File: src/rtl/apb_master.sv
// -----------------------------------------------------------------------------
// apb_master
//
// Single-outstanding APB master. A command accepted on the cmd_valid/cmd_ready
// handshake is issued on the bus as SETUP (one cycle) followed by ACCESS. ACCESS
// lasts until the slave raises pready, or until timeoutCycles consecutive
// ACCESS cycles have passed with pready low. In that case the master aborts the
// transfer and reports a timeout. Each transfer ends with a one-cycle response
// pulse on rsp_valid.
//
// Parameters
//   addrWidth     : APB address width
//   dataWidth     : APB data width
//   timeoutCycles : ACCESS cycles with pready low before the transfer is aborted
//
// Ports
//   clk, reset                    : clock (rising edge); asynchronous active-low reset
//   cmd_valid / cmd_ready         : command handshake (ready only while idle)
//   cmd_write, cmd_addr, cmd_wdata: command payload
//   rsp_valid                     : one-cycle completion pulse (no backpressure)
//   rsp_rdata                     : read data (0 for writes and timeouts), held
//                                   until the next completion
//   rsp_err                       : slave error or timeout
//   rsp_timeout                   : transfer aborted by timeout
//   psel, penable, pwrite,
//   paddr, pwdata                 : registered APB request signals
//   prdata, pready, pslverr       : APB slave response signals
// -----------------------------------------------------------------------------
module apb_master #(
    parameter int addrWidth     = 32,
    parameter int dataWidth     = 8,
    parameter int timeoutCycles = 16
) (
    input  logic                 clk,
    input  logic                 reset,

    input  logic                 cmd_valid,
    output logic                 cmd_ready,
    input  logic                 cmd_write,
    input  logic [addrWidth-1:0] cmd_addr,
    input  logic [dataWidth-1:0] cmd_wdata,

    output logic                 rsp_valid,
    output logic [dataWidth-1:0] rsp_rdata,
    output logic                 rsp_err,
    output logic                 rsp_timeout,

    output logic                 psel,
    output logic                 penable,
    output logic                 pwrite,
    output logic [addrWidth-1:0] paddr,
    output logic [dataWidth-1:0] pwdata,
    input  logic [dataWidth-1:0] prdata,
    input  logic                 pready,
    input  logic                 pslverr
);

    typedef enum logic [1:0] {
        IDLE   = 2'd0,
        SETUP  = 2'd1,
        ACCESS = 2'd2
    } state_t;

    // Wide enough to hold timeoutCycles itself.
    localparam int CNT_W = (timeoutCycles < 1) ? 1 : $clog2(timeoutCycles + 1);
    // The abort fires on the ACCESS edge that would bring the count to
    // timeoutCycles, i.e. when the count already equals timeoutCycles - 1.
    localparam logic [CNT_W-1:0] LAST_WAIT = CNT_W'(timeoutCycles - 1);

    state_t           state;
    logic [CNT_W-1:0] wait_cnt;

    // Ready is a pure decode of the registered state, so it carries no
    // combinational path from cmd_valid.
    assign cmd_ready = (state == IDLE);

    // NOTE: every register here is assigned with <= so that all state updates
    // within this block see the pre-edge values of each other, exactly as flops do.
    always_ff @(posedge clk or negedge reset) begin
        if (!reset) begin
            state       <= IDLE;
            wait_cnt    <= '0;
            psel        <= 1'b0;
            penable     <= 1'b0;
            pwrite      <= 1'b0;
            paddr       <= '0;
            pwdata      <= '0;
            rsp_valid   <= 1'b0;
            rsp_rdata   <= '0;
            rsp_err     <= 1'b0;
            rsp_timeout <= 1'b0;
        end else begin
            // Response flags are pulses: low unless this edge completes a transfer.
            rsp_valid   <= 1'b0;
            rsp_err     <= 1'b0;
            rsp_timeout <= 1'b0;

            case (state)
                IDLE: begin
                    if (cmd_valid) begin
                        pwrite  <= cmd_write;
                        paddr   <= cmd_addr;
                        pwdata  <= cmd_wdata;
                        psel    <= 1'b1;
                        penable <= 1'b0;
                        state   <= SETUP;
                    end
                end

                SETUP: begin
                    penable  <= 1'b1;
                    wait_cnt <= '0;
                    state    <= ACCESS;
                end

                ACCESS: begin
                    // pready is tested first so a slave answering on the final
                    // allowed cycle still completes normally.
                    if (pready) begin
                        rsp_valid <= 1'b1;
                        rsp_err   <= pslverr;
                        rsp_rdata <= pwrite ? '0 : prdata;
                        psel      <= 1'b0;
                        penable   <= 1'b0;
                        state     <= IDLE;
                    end else if (wait_cnt == LAST_WAIT) begin
                        rsp_valid   <= 1'b1;
                        rsp_err     <= 1'b1;
                        rsp_timeout <= 1'b1;
                        rsp_rdata   <= '0;
                        psel        <= 1'b0;
                        penable     <= 1'b0;
                        wait_cnt    <= wait_cnt + CNT_W'(1);
                        state       <= IDLE;
                    end else begin
                        wait_cnt <= wait_cnt + CNT_W'(1);
                    end
                end

                default: begin
                    psel    <= 1'b0;
                    penable <= 1'b0;
                    state   <= IDLE;
                end
            endcase
        end
    end

endmodule

File: config.mk
export PLATFORM = sky130hd
export DESIGN_NAME = apb_master
export DESIGN_NICKNAME = d
export VERILOG_FILES = /design/src/rtl/apb_master.sv
export SDC_FILE = /design/constraint.sdc
export NUM_CORES = 1
export LEC_CHECK = 0
export ABC_AREA = 1
export BUFFER_PORTS_ARGS = -buffer_cell sky130_fd_sc_hd__clkbuf_2
export CORE_MARGIN = 4
export CORE_UTILIZATION = 25
export DETAILED_ROUTE_END_ITERATION = 8
export GPL_ROUTABILITY_DRIVEN = 0
export SYNTH_ARGS = -nofsm -noshare
export SYNTH_HDL_FRONTEND = slang
export SYNTH_SLANG_ARGS = --single-unit
File: constraint.sdc
create_clock -name clk -period 2.4 [get_ports clk]
set_input_delay 0.36 -clock clk [delete_from_list [all_inputs] [get_ports clk]]
set_output_delay 0.36 -clock clk [all_outputs]
set_load 0.01 [all_outputs]
==> flow_summary.json, run 1 <==
{
  "fin_crit_ns": 1.62,
  "cts_buffer_depth": 2,
  "antenna_found_initial": 0,
  "fp.dieW_um": 107,
  "cts.sink_count": 61,
  "nNetsFinal": 439,
  "grt_pass1_wl_um": 10200,
  "synth_top_area_share": 0.619,
  "worstMarginPinSlew_ns": 0.503,
  "tns_ns": 0,
  "antenna_cells": 0,
  "setup_ws_ns": 0.784,
  "synth_cell_types": 18,
  "synthTopCellsByArea": "dfrtp_1, nand2_1, nand2_2",
  "critPathSlowestCell": "inv_4",
  "finalClockSkew_ns": 0.00757,
  "leakagePower_nw": 1.93,
  "grt_pass1_vias": 2206,
  "drt_first_pass_iters": 4,
  "cp-end-kind": "flip-flop",
  "synthArstFlopShare": 1.00,
  "dp_hpwl_um": 4340,
  "fin_crit_sh": 0.674,
  "initialDrtViolationCount": 82,
  "cts_buffers": 9,
  "drcViolationCount": 0,
  "clk_pin_slew_worst_paths_ns": 0.07,
  "drive_above_1_share": 0.377,
  "start_util": 0.262,
  "finalHoldViolations": 0,
  "ir_drop_v": 0.000415,
  "critPathMaxFanout": 43,
  "yosysTopAreaCell": "dfrtp_1",
  "post_cts_buffers": 0,
  "rsz0062_at_grt": "no",
  "grt_max_degree": 44,
  "cts_tree": "yes",
  "synth-edff-count": 0,
  "cp.arrival_ns": 1.88,
  "die-area_mm2": 0.0115,
  "synth_flop_cell": "dfrtp_1",
  "routed_wl_um": 6020,
  "syn_inst": 270,
  "setup_viol": 0,
  "maxSlewHeadroom": 0.665,
  "syn_to_final_growth_pct": 35.1,
  "clk_latency_ns": 0.32,
  "path_common_cell": "nand2_1",
  "synth_seq_cells": 61,
  "cts_root_buffer": "clkbuf_8",
  "grt_overflow": 0,
  "via_count": 2044,
  "track_usage": 0.111,
  "wl_per_cell_um": 11.7,
  "cpPeakStageDelay_ns": 0.48,
  "slew_violations": 0,
  "cap_violations": 0,
  "synth_area_mm2": 0.00247,
  "coreArea_mm2": 0.00942,
  "ant_nets": 0,
  "syn_nets": 326,
  "rows": 35,
  "path_cells": "nor2_4, nand2_4, inv_4, nand2_1, nand2_1",
  "fmax_mhz": 619,
  "ios": 109,
  "fillCellCount": 987,
  "die_y_um": 107,
  "power_density_mw_per_mm2": 1250,
  "synth_seq_area_share": 0.619,
  "yosys_warnings": 0,
  "hold_path.class": "in -> reg",
  "pre_cts_slack_ns": 0.734,
  "crit_type": "reg -> reg",
  "port_buffers": 108,
  "status": "completed",
  "crit_required_ns": 2.66,
  "cp-start-kind": "flip-flop",
  "avgSynthCellArea_um2": 9.14,
  "cts_max_level": 3,
  "vias_per_cell": 3.96
}
-- where the power goes --
group / switching [mW] / internal (mW) / leakage, nW
Sequential: 0.265 / 1.47 / 0.773
Combinational: 0.918 / 0.572 / 1.05
Clock: 0.398 / 0.527 / 0.101
Total: 1.58 / 2.57 / 1.93
-- flip-flops by register name (all words and copies together) (netlist names) --
signal       flops
state            2
psel             1
penable          1
rsp_valid        1
pwdata           8
rsp_err          1
pwrite           1
rsp_rdata        8
rsp_timeout      1
wait_cnt         5
paddr           32
-- what timing repair did --
action	CTS	global route
hold buffers	1	0
gates resized for setup	0	0
hold endpoints to repair	20	0
-- cells in the final DEF, fill, tap and decap left out --
cell type / n
dfrtp_1: 61
or2_2: 1
nand3_1: 12
dlygate4sd3_1: 1
nor2_1: 5
nor2_4: 2
nand2_2: 10
clkinv_2: 2
nand2_1: 147
nand2_4: 1
o21ai_2: 1
inv_1: 9
clkbuf_2: 107
clkinvlp_4: 1
inv_2: 1
nor2_2: 3
buf_12: 1
inv_4: 2
clkbuf_8: 11
buf_2: 1
bufinv_16: 1
o21ai_0: 4
ha_1: 2
nor2_8: 1
-- per-stage QoR --
stage / area [µm²] / cells / utilization / hold slack (ns) / power (mW)
final: 3330 / 516 / 0.354 / 0.227 / 4.15
after global routing: 3330 / 516 / 0.354 / 0.204 / 4.52
after CTS: 3330 / 516 / 0.354 / 0.196 / 4.25
after detailed placement: 3120 / 500 / 0.332 / 0.363 / 3.29
after floorplan: 2470 / 270 / - / 0.0644 / 2.64
after global placement: 3120 / 500 / 0.332 / 0.362 / 3.25
-- cells in the mapped netlist (2+ instances only) --
| master | number |
|---|---|
| inv_4 | 2 |
| nor2_2 | 3 |
| ha_1 | 2 |
| buf_6 | 4 |
| nand2_1 | 147 |
| nor2_4 | 2 |
| nand2_2 | 10 |
| nor2_1 | 5 |
| dfrtp_1 | 61 |
| nand3_1 | 12 |
| inv_1 | 9 |
| buf_2 | 4 |
| o21ai_0 | 4 |
-- area by class of cell --
| class | instances | area (µm²) | share of cell area |
|---|---|---|---|
| Timing Repair Buffer | 110 | 571 | 0.171 |
| Multi-Input combinational cell | 189 | 826 | 0.248 |
| Tap cell | 129 | 161 | 0.0484 |
| Sequential cell | 61 | 1530 | 0.458 |
| Clock inverter | 4 | 47.5 | 0.0143 |
| Clock buffer | 11 | 151 | 0.0454 |
| Inverter | 12 | 50.0 | 0.0150 |
-- worst max-delay path, delay by kind of cell, from the launching register on --
kind,cells,cell delay [ns]
flip-flops,1,0.43
AND/OR/NAND/NOR,4,0.64
buffers and inverters,1,0.48
-- cell families (layout without fill, tap and decap cells) --
kind of cell / count (synthesis) / in the layout / share of synthesized area
buffers and inverters: 20 / 137 / 0.0466
flip-flops: 61 / 61 / 0.619
adder cells (fa/ha/maj): 2 / 2 / 0.0101
AND/OR/NAND/NOR: 182 / 182 / 0.313
AO/OA/AOI/OAI: 5 / 5 / 0.0117
-- worst paths after layout --
check / from / end / slack, ns / depth (start not counted)
worst max register to register: state[0]$_DFFE_PN0P_ / paddr[30]$_DFFE_PN0P_ / 0.78 / 5
worst min register to register: psel$_DFFE_PN0P_ / psel$_DFFE_PN0P_ / 0.48 / 2
worst max-delay path: state[0]$_DFFE_PN0P_ / paddr[30]$_DFFE_PN0P_ / 0.78 / 5
worst min-delay path: cmd_wdata[1] / pwdata[1]$_DFFE_PN0P_ / 0.23 / 3
min in group asynchronous: reset / pwrite$_DFFE_PN0P_ / 0.55 / 2
max in group asynchronous: reset / rsp_rdata[2]$_DFFE_PN0P_ / 1.26 / 3
-- layer usage --
layer	vias up	global-route usage	wire length [µm]
li1	1045	-	-
met1	935	0.132	2750
met2	62	0.185	2870
met3	2	0.0288	353
met4	0	0.0541	47
met5	-	0	0
No activity file was read; power rests on OpenSTA's default activity.
==> run 2: changes to the inputs <==
Settings changed: ABC_AREA 1 to 0.
Clock period 2.4 ns to 1.3 ns, I/O delays scaled along.
==> run 2 against run 1 <==
Net effect:
- the run now ends with setup timing left
- combinational power grew to 2.9 times the previous value
- sequential cell count is the same
- wire length increased by 5.4%
- register-to-register slack worse by 0.97 ns
- die area shrank 0.47%
- synthesized area fell by 0.51%
- count of clock-buffer cells in the layout did not move
- largest cell class unchanged
==> flow_summary.json, run 2 <==
{
  "status": "finished with violations",
  "violations": "setup timing",
  "wl_per_cell_um": 13.9,
  "layout_commonest_cell": "clkbuf_2",
  "synth_cell_types": 26,
  "dp_hpwl_um": 4370,
  "nNetsFinal": 380,
  "fp.dieW_um": 107,
  "synth-edff-count": 0,
  "avgSynthCellArea_um2": 13.6,
  "rows": 35,
  "synth-simple-area-share": 0.0632,
  "maxSlewHeadroom": 0.738,
  "track_usage": 0.115,
  "synth_top_area_share": 0.622,
  "synth_xor_area_frac": 0,
  "finalHoldViolations": 0,
  "critPathMaxFanout": 2,
  "regMostFlops": "paddr",
  "coreArea_mm2": 0.00942,
  "grt_pass1_wl_um": 10400,
  "rsz0062_at_grt": "yes",
  "drive_above_1_share": 0.686,
  "die-area_mm2": 0.0115,
  "synth_seq_cells": 61,
  "grt.met2_usage": 0.172,
  "cp.arrival_ns": 1.76,
  "cap_violations": 0,
  "post-route-util": 0.420,
  "initialDrtViolationCount": 57,
  "met1_usage": 0.148,
  "start_util": 0.261,
  "syn_nets": 236,
  "grt_busiest_layer": "met2",
  "clk_latency_ns": 0.33,
  "leakagePower_nw": 1.99,
  "r2r_cells": 6,
  "met3_usage": 0.0361,
  "grt_overflow": 0,
  "layout_common_cells": "clkbuf_2, dfrtp_1, mux2_4",
  "power_mw": 9.35,
  "cts.sink_count": 61,
  "fin_crit_ns": 1.49,
  "crit_type": "reg -> reg",
  "port_buffers": 108,
  "synthTopCellsByArea": "dfrtp_1, mux2_1, mux2_2",
  "hold-path-cell-count": 3,
  "hold_path.class": "in -> reg",
  "cp-start-kind": "flip-flop",
  "setup_viol": 57,
  "synth_top_family_by_area": "multiplexers",
  "worstMarginPinSlew_ns": 0.392,
  "crit_required_ns": 1.57,
  "finalClockSkew_ns": 0.00520,
  "clk_pin_slew_worst_paths_ns": 0.07,
  "cts_root_buffer": "clkbuf_8",
  "drcViolationCount": 0,
  "die_y_um": 107,
  "grt_pass1_vias": 2077,
  "cts_tree": "yes",
  "yosysTopAreaCell": "dfrtp_1",
  "grt_max_degree": 62,
  "ir_drop_v": 0.000852,
  "synth_compound_area_frac": 0.0749,
  "drt_first_pass_iters": 4,
  "antenna_cells": 0,
  "synth_seq_area_share": 0.622,
  "vias_per_cell": 4.32,
  "synth_top_cells_by_count": "dfrtp_1, mux2_1, o21ai_0",
  "fmax_mhz": 673,
  "slew_violations": 0,
  "placed_area_mm2": 0.00348,
  "cp-end-kind": "flip-flop",
  "cts_buffer_depth": 2,
  "regToRegStartpoint": "wait_cnt[1]$_DFFE_PN0P_",
  "cts_buffers": 9,
  "via_count": 1974,
  "setup_ws_ns": -0.187,
  "ant_nets": 0,
  "postLayoutCellArea_mm2": 0.00395,
  "synth_flop_cell": "dfrtp_1",
  "syn_to_final_growth_pct": 61.0,
  "synth_area_mm2": 0.00245,
  "cts_max_level": 3,
  "syn_inst": 180,
  "fin_crit_sh": 1.14,
  "largest_reg_flops": 32,
  "synthAdderAreaFrac": 0.0102,
  "synthArstFlopShare": 1.00,
  "hold_start": "prdata[2]",
  "top_regs": "paddr x32, pwdata x8, rsp_rdata x8",
  "routed_wl_um": 6350,
  "yosysMostFrequentCell": "dfrtp_1",
  "antenna_found_initial": 0,
  "fillCellCount": 893,
  "hold_ws_ns": 0.0820,
  "yosys_warnings": 0,
  "ios": 109,
  "synth_mux_area_frac": 0.193,
  "critical_path.startpoint": "wait_cnt[1]$_DFFE_PN0P_",
  "power_density_mw_per_mm2": 2370
}
run 2: cell types whose count changed after synthesis, moves of 4 or more:
cell	change
nand2_1	-137
mux2_1	+29
o21ai_0	+16
mux2_2	+13
nand2_2	-10
nand3_1	-9
a22o_1	+5
nor2b_1	+4
run 2: per-layer routing:
layer / share of wire / wire, µm
met3: 0.081 / 512
met4: 0.014 / 91
met5: 0 / 0
met1: 0.43 / 2710
met2: 0.48 / 3040
run 2: worst paths after layout:
kind	endpoint	slack (ns)
max in group asynchronous	wait_cnt[1]$_DFFE_PN0P_	0.60
min in group asynchronous	rsp_rdata[7]$_DFFE_PN0P_	0.38
max	wait_cnt[4]$_DFFE_PN0P_	-0.19
min	rsp_rdata[2]$_DFFE_PN0P_	0.08
min reg2reg	rsp_rdata[3]$_DFFE_PN0P_	0.50
max reg2reg	wait_cnt[4]$_DFFE_PN0P_	-0.19
run 2: logic make-up after synthesis:
logic type               after synthesis
adder cells (fa/ha/maj)                2
multiplexers                          42
flip-flops                            61
AND/OR/NAND/NOR                       29
buffers and inverters                 15
AO/OA/AOI/OAI                         31
run 2: cell type report:
type	instances	area [µm²]	area share
well taps	129	161	0.0408
flip-flops and latches	61	1530	0.386
inverters	6	22.5	0.00570
multi-input cells	105	1130	0.287
repair buffers	141	910	0.230
clock inverters	4	47.5	0.0120
clock buffers	11	151	0.0383
run 2: report_power, final:
part / switching [mW] / internal, mW
registers: 0.561 / 2.78
clock network: 0.722 / 0.973
logic: 1.82 / 2.50
total: 3.10 / 6.25
run 2: through the flow:
stage	worst slack (ns)	cells	TNS [ns]
finish	-0.187	457	-4.97
global placement	-0.171	427	-2.92
detailed placement	-0.205	427	-4.00
global route	-0.265	457	-8.17
floorplan	-0.163	180	-3.67
CTS	-0.199	452	-4.84
run 2: timing repair:
action                                 4_1_cts  5_1_grt
resized for setup                           15       24
setup endpoints to repair                   55       59
gates cloned                                 1        0
endpoints found under the hold margin       61        0
hold buffers                                 1        0
setup buffers                                8        5
pin swaps                                    6       13
run 2: worst max-delay path, stage by stage (launching register included):
cell	delay, ns
dfrtp_1	0.38
ha_2	0.19
and3_4	0.15
ha_4	0.20
or3_1	0.29
o21ai_1	0.08
a22o_1	0.13
==> run 3: changes to the inputs <==
Settings changed: CORE_UTILIZATION 25 to 42, HOLD_SLACK_MARGIN from default to 0.08, PLACE_DENSITY from default to 0.75.
==> run 3 against run 2 <==
Net effect:
- the run still ends with setup timing left
- final cell count shrank 11%
- power grew 4.6%
- first-iteration DRC count grew 81%
- sequential power barely moved
==> flow_summary.json, run 3 (same netlist as run 2, synthesis figures left out) <==
{
  "crit_type": "reg -> reg",
  "dp_hpwl_um": 4260,
  "grt_overflow": 0,
  "grt_max_degree": 62,
  "cts_buffer_depth": 2,
  "cap_violations": 0,
  "die_y_um": 84.5,
  "regMostFlops": "paddr",
  "coreArea_mm2": 0.00557,
  "drcViolationCount": 0,
  "top_regs": "paddr x32, pwdata x8, rsp_rdata x8",
  "wl_per_cell_um": 16.7,
  "setup_ws_ns": -0.260,
  "grt_pass1_wl_um": 11100,
  "slew_violations": 0,
  "finalHoldViolations": 0,
  "rsz0062_at_grt": "yes",
  "cts_buffers": 9,
  "leakagePower_nw": 2.05,
  "largest_reg_flops": 32,
  "cts_max_level": 3,
  "ios": 109,
  "start_util": 0.440,
  "worstMarginPinSlew_ns": 0.323,
  "vias_per_cell": 4.92,
  "initialDrtViolationCount": 103,
  "post-route-util": 0.715,
  "port_buffers": 108,
  "drt_first_pass_iters": 4,
  "cp-end-kind": "flip-flop",
  "fin_crit_ns": 1.56,
  "layout_common_cells": "clkbuf_2, dfrtp_1, mux2_4",
  "clk_latency_ns": 0.33,
  "ir_drop_v": 0.00128,
  "hold_path.class": "in -> reg",
  "cts_tree": "yes",
  "pre_cts_slack_ns": -0.199,
  "maxSlewHeadroom": 0.784,
  "setup_viol": 56,
  "cts.sink_count": 61,
  "clk_pin_slew_worst_paths_ns": 0.07,
  "nNetsFinal": 385,
  "die-area_mm2": 0.00713,
  "crit_required_ns": 1.56,
  "seqCellArea_mm2": 0.00153,
  "cp.arrival_ns": 1.82,
  "fin_crit_sh": 1.20,
  "routed_wl_um": 6780,
  "layout_commonest_cell": "clkbuf_2",
  "antenna_found_initial": 0,
  "fmax_mhz": 641,
  "fp.dieW_um": 84.5,
  "syn_to_final_growth_pct": 62.4,
  "status": "finished with violations",
  "grt_pass1_vias": 2213,
  "ant_nets": 0,
  "cts_root_buffer": "clkbuf_8",
  "via_count": 1998,
  "fillCellCount": 397,
  "rows": 27,
  "critPathMaxFanout": 2,
  "finalClockSkew_ns": 0.00765,
  "power_density_mw_per_mm2": 2450,
  "cp-start-kind": "flip-flop",
  "violations": "setup timing",
  "track_usage": 0.198,
  "multi_input_area_mm2": 0.00113,
  "drive_above_1_share": 0.665,
  "antenna_cells": 0
}
[run 3: cell count changes in the layout (fill, tap and decap cells not counted), moves of 2 or more]
cell,change
dlygate4sd3_1,+5
buf_16,+2
buf_4,-2
buf_6,-2
buf_8,+2
nor2_1,+2
nor2_2,-2
nor2b_1,+2
nor2b_2,-2
[run 3: power breakdown]
group,internal [mW],switching [mW]
combinational,2.61,1.92
sequential,2.78,0.573
clock,1.18,0.721
[run 3: layout make-up]
cell class	instances	share of cell area
Sequential cell	61	0.383
Multi-Input combinational cell	105	0.283
Timing Repair Buffer	146	0.249
Clock buffer	12	0.0389
Tap cell	72	0.0226
Clock inverter	4	0.0176
Inverter	6	0.00565
[run 3: layer usage]
metal,track usage,wire [µm]
met5,0,0
met4,0.0734,100
met3,0.0343,334
met2,0.352,3620
met1,0.241,2730
[run 3: worst max-delay path: stages (launching register included)]
cell and delay [ns]:
dfrtp_1 0.38, ha_2 0.20, and3_4 0.15, ha_4 0.20, or3_1 0.32, o21ai_1 0.09, a22o_1 0.16
[run 3: path summary, 6_finish.rpt]
| check | start | to | slack (ns) | depth (start not counted) |
|---|---|---|---|---|
| hold / removal | prdata[0] | rsp_rdata[0]$_DFFE_PN0P_ | 0.08 | 3 |
| setup reg to reg | wait_cnt[0]$_DFFE_PN0P_ | wait_cnt[4]$_DFFE_PN0P_ | -0.26 | 6 |
| min in group asynchronous | reset | pwdata[5]$_DFFE_PN0P_ | 0.41 | 3 |
| hold reg to reg | rsp_rdata[5]$_DFFE_PN0P_ | rsp_rdata[5]$_DFFE_PN0P_ | 0.51 | 2 |
| setup / recovery | wait_cnt[0]$_DFFE_PN0P_ | wait_cnt[4]$_DFFE_PN0P_ | -0.26 | 6 |
| max in group asynchronous | reset | state[1]$_DFFE_PN0P_ | 0.62 | 3 |
[run 3: metrics by stage]
stage / instance area (µm²) / hold slack (ns) / TNS (ns) / total power, mW / std cells
finish: 3990 / 0.0805 / -4.88 / 9.79 / 406
global route: 3990 / 0.0852 / -7.68 / 10.3 / 406
CTS: 3920 / 0.0808 / -5.43 / 9.70 / 402
detailed placement: 3340 / 0.233 / -4.00 / 7.04 / 365
global placement: 3340 / 0.229 / -2.80 / 6.89 / 365
floorplan: 2650 / -0.101 / -3.67 / 5.57 / 180
[run 3: what timing repair did]
action / 4_1_cts / 5_1_grt
gates cloned: 4 / 1
hold endpoints to repair: 66 / 0
resized for setup: 32 / 13
setup buffers: 11 / 6
endpoints found under the setup margin: 58 / 60
hold buffers: 6 / 0
pin swaps: 7 / 7
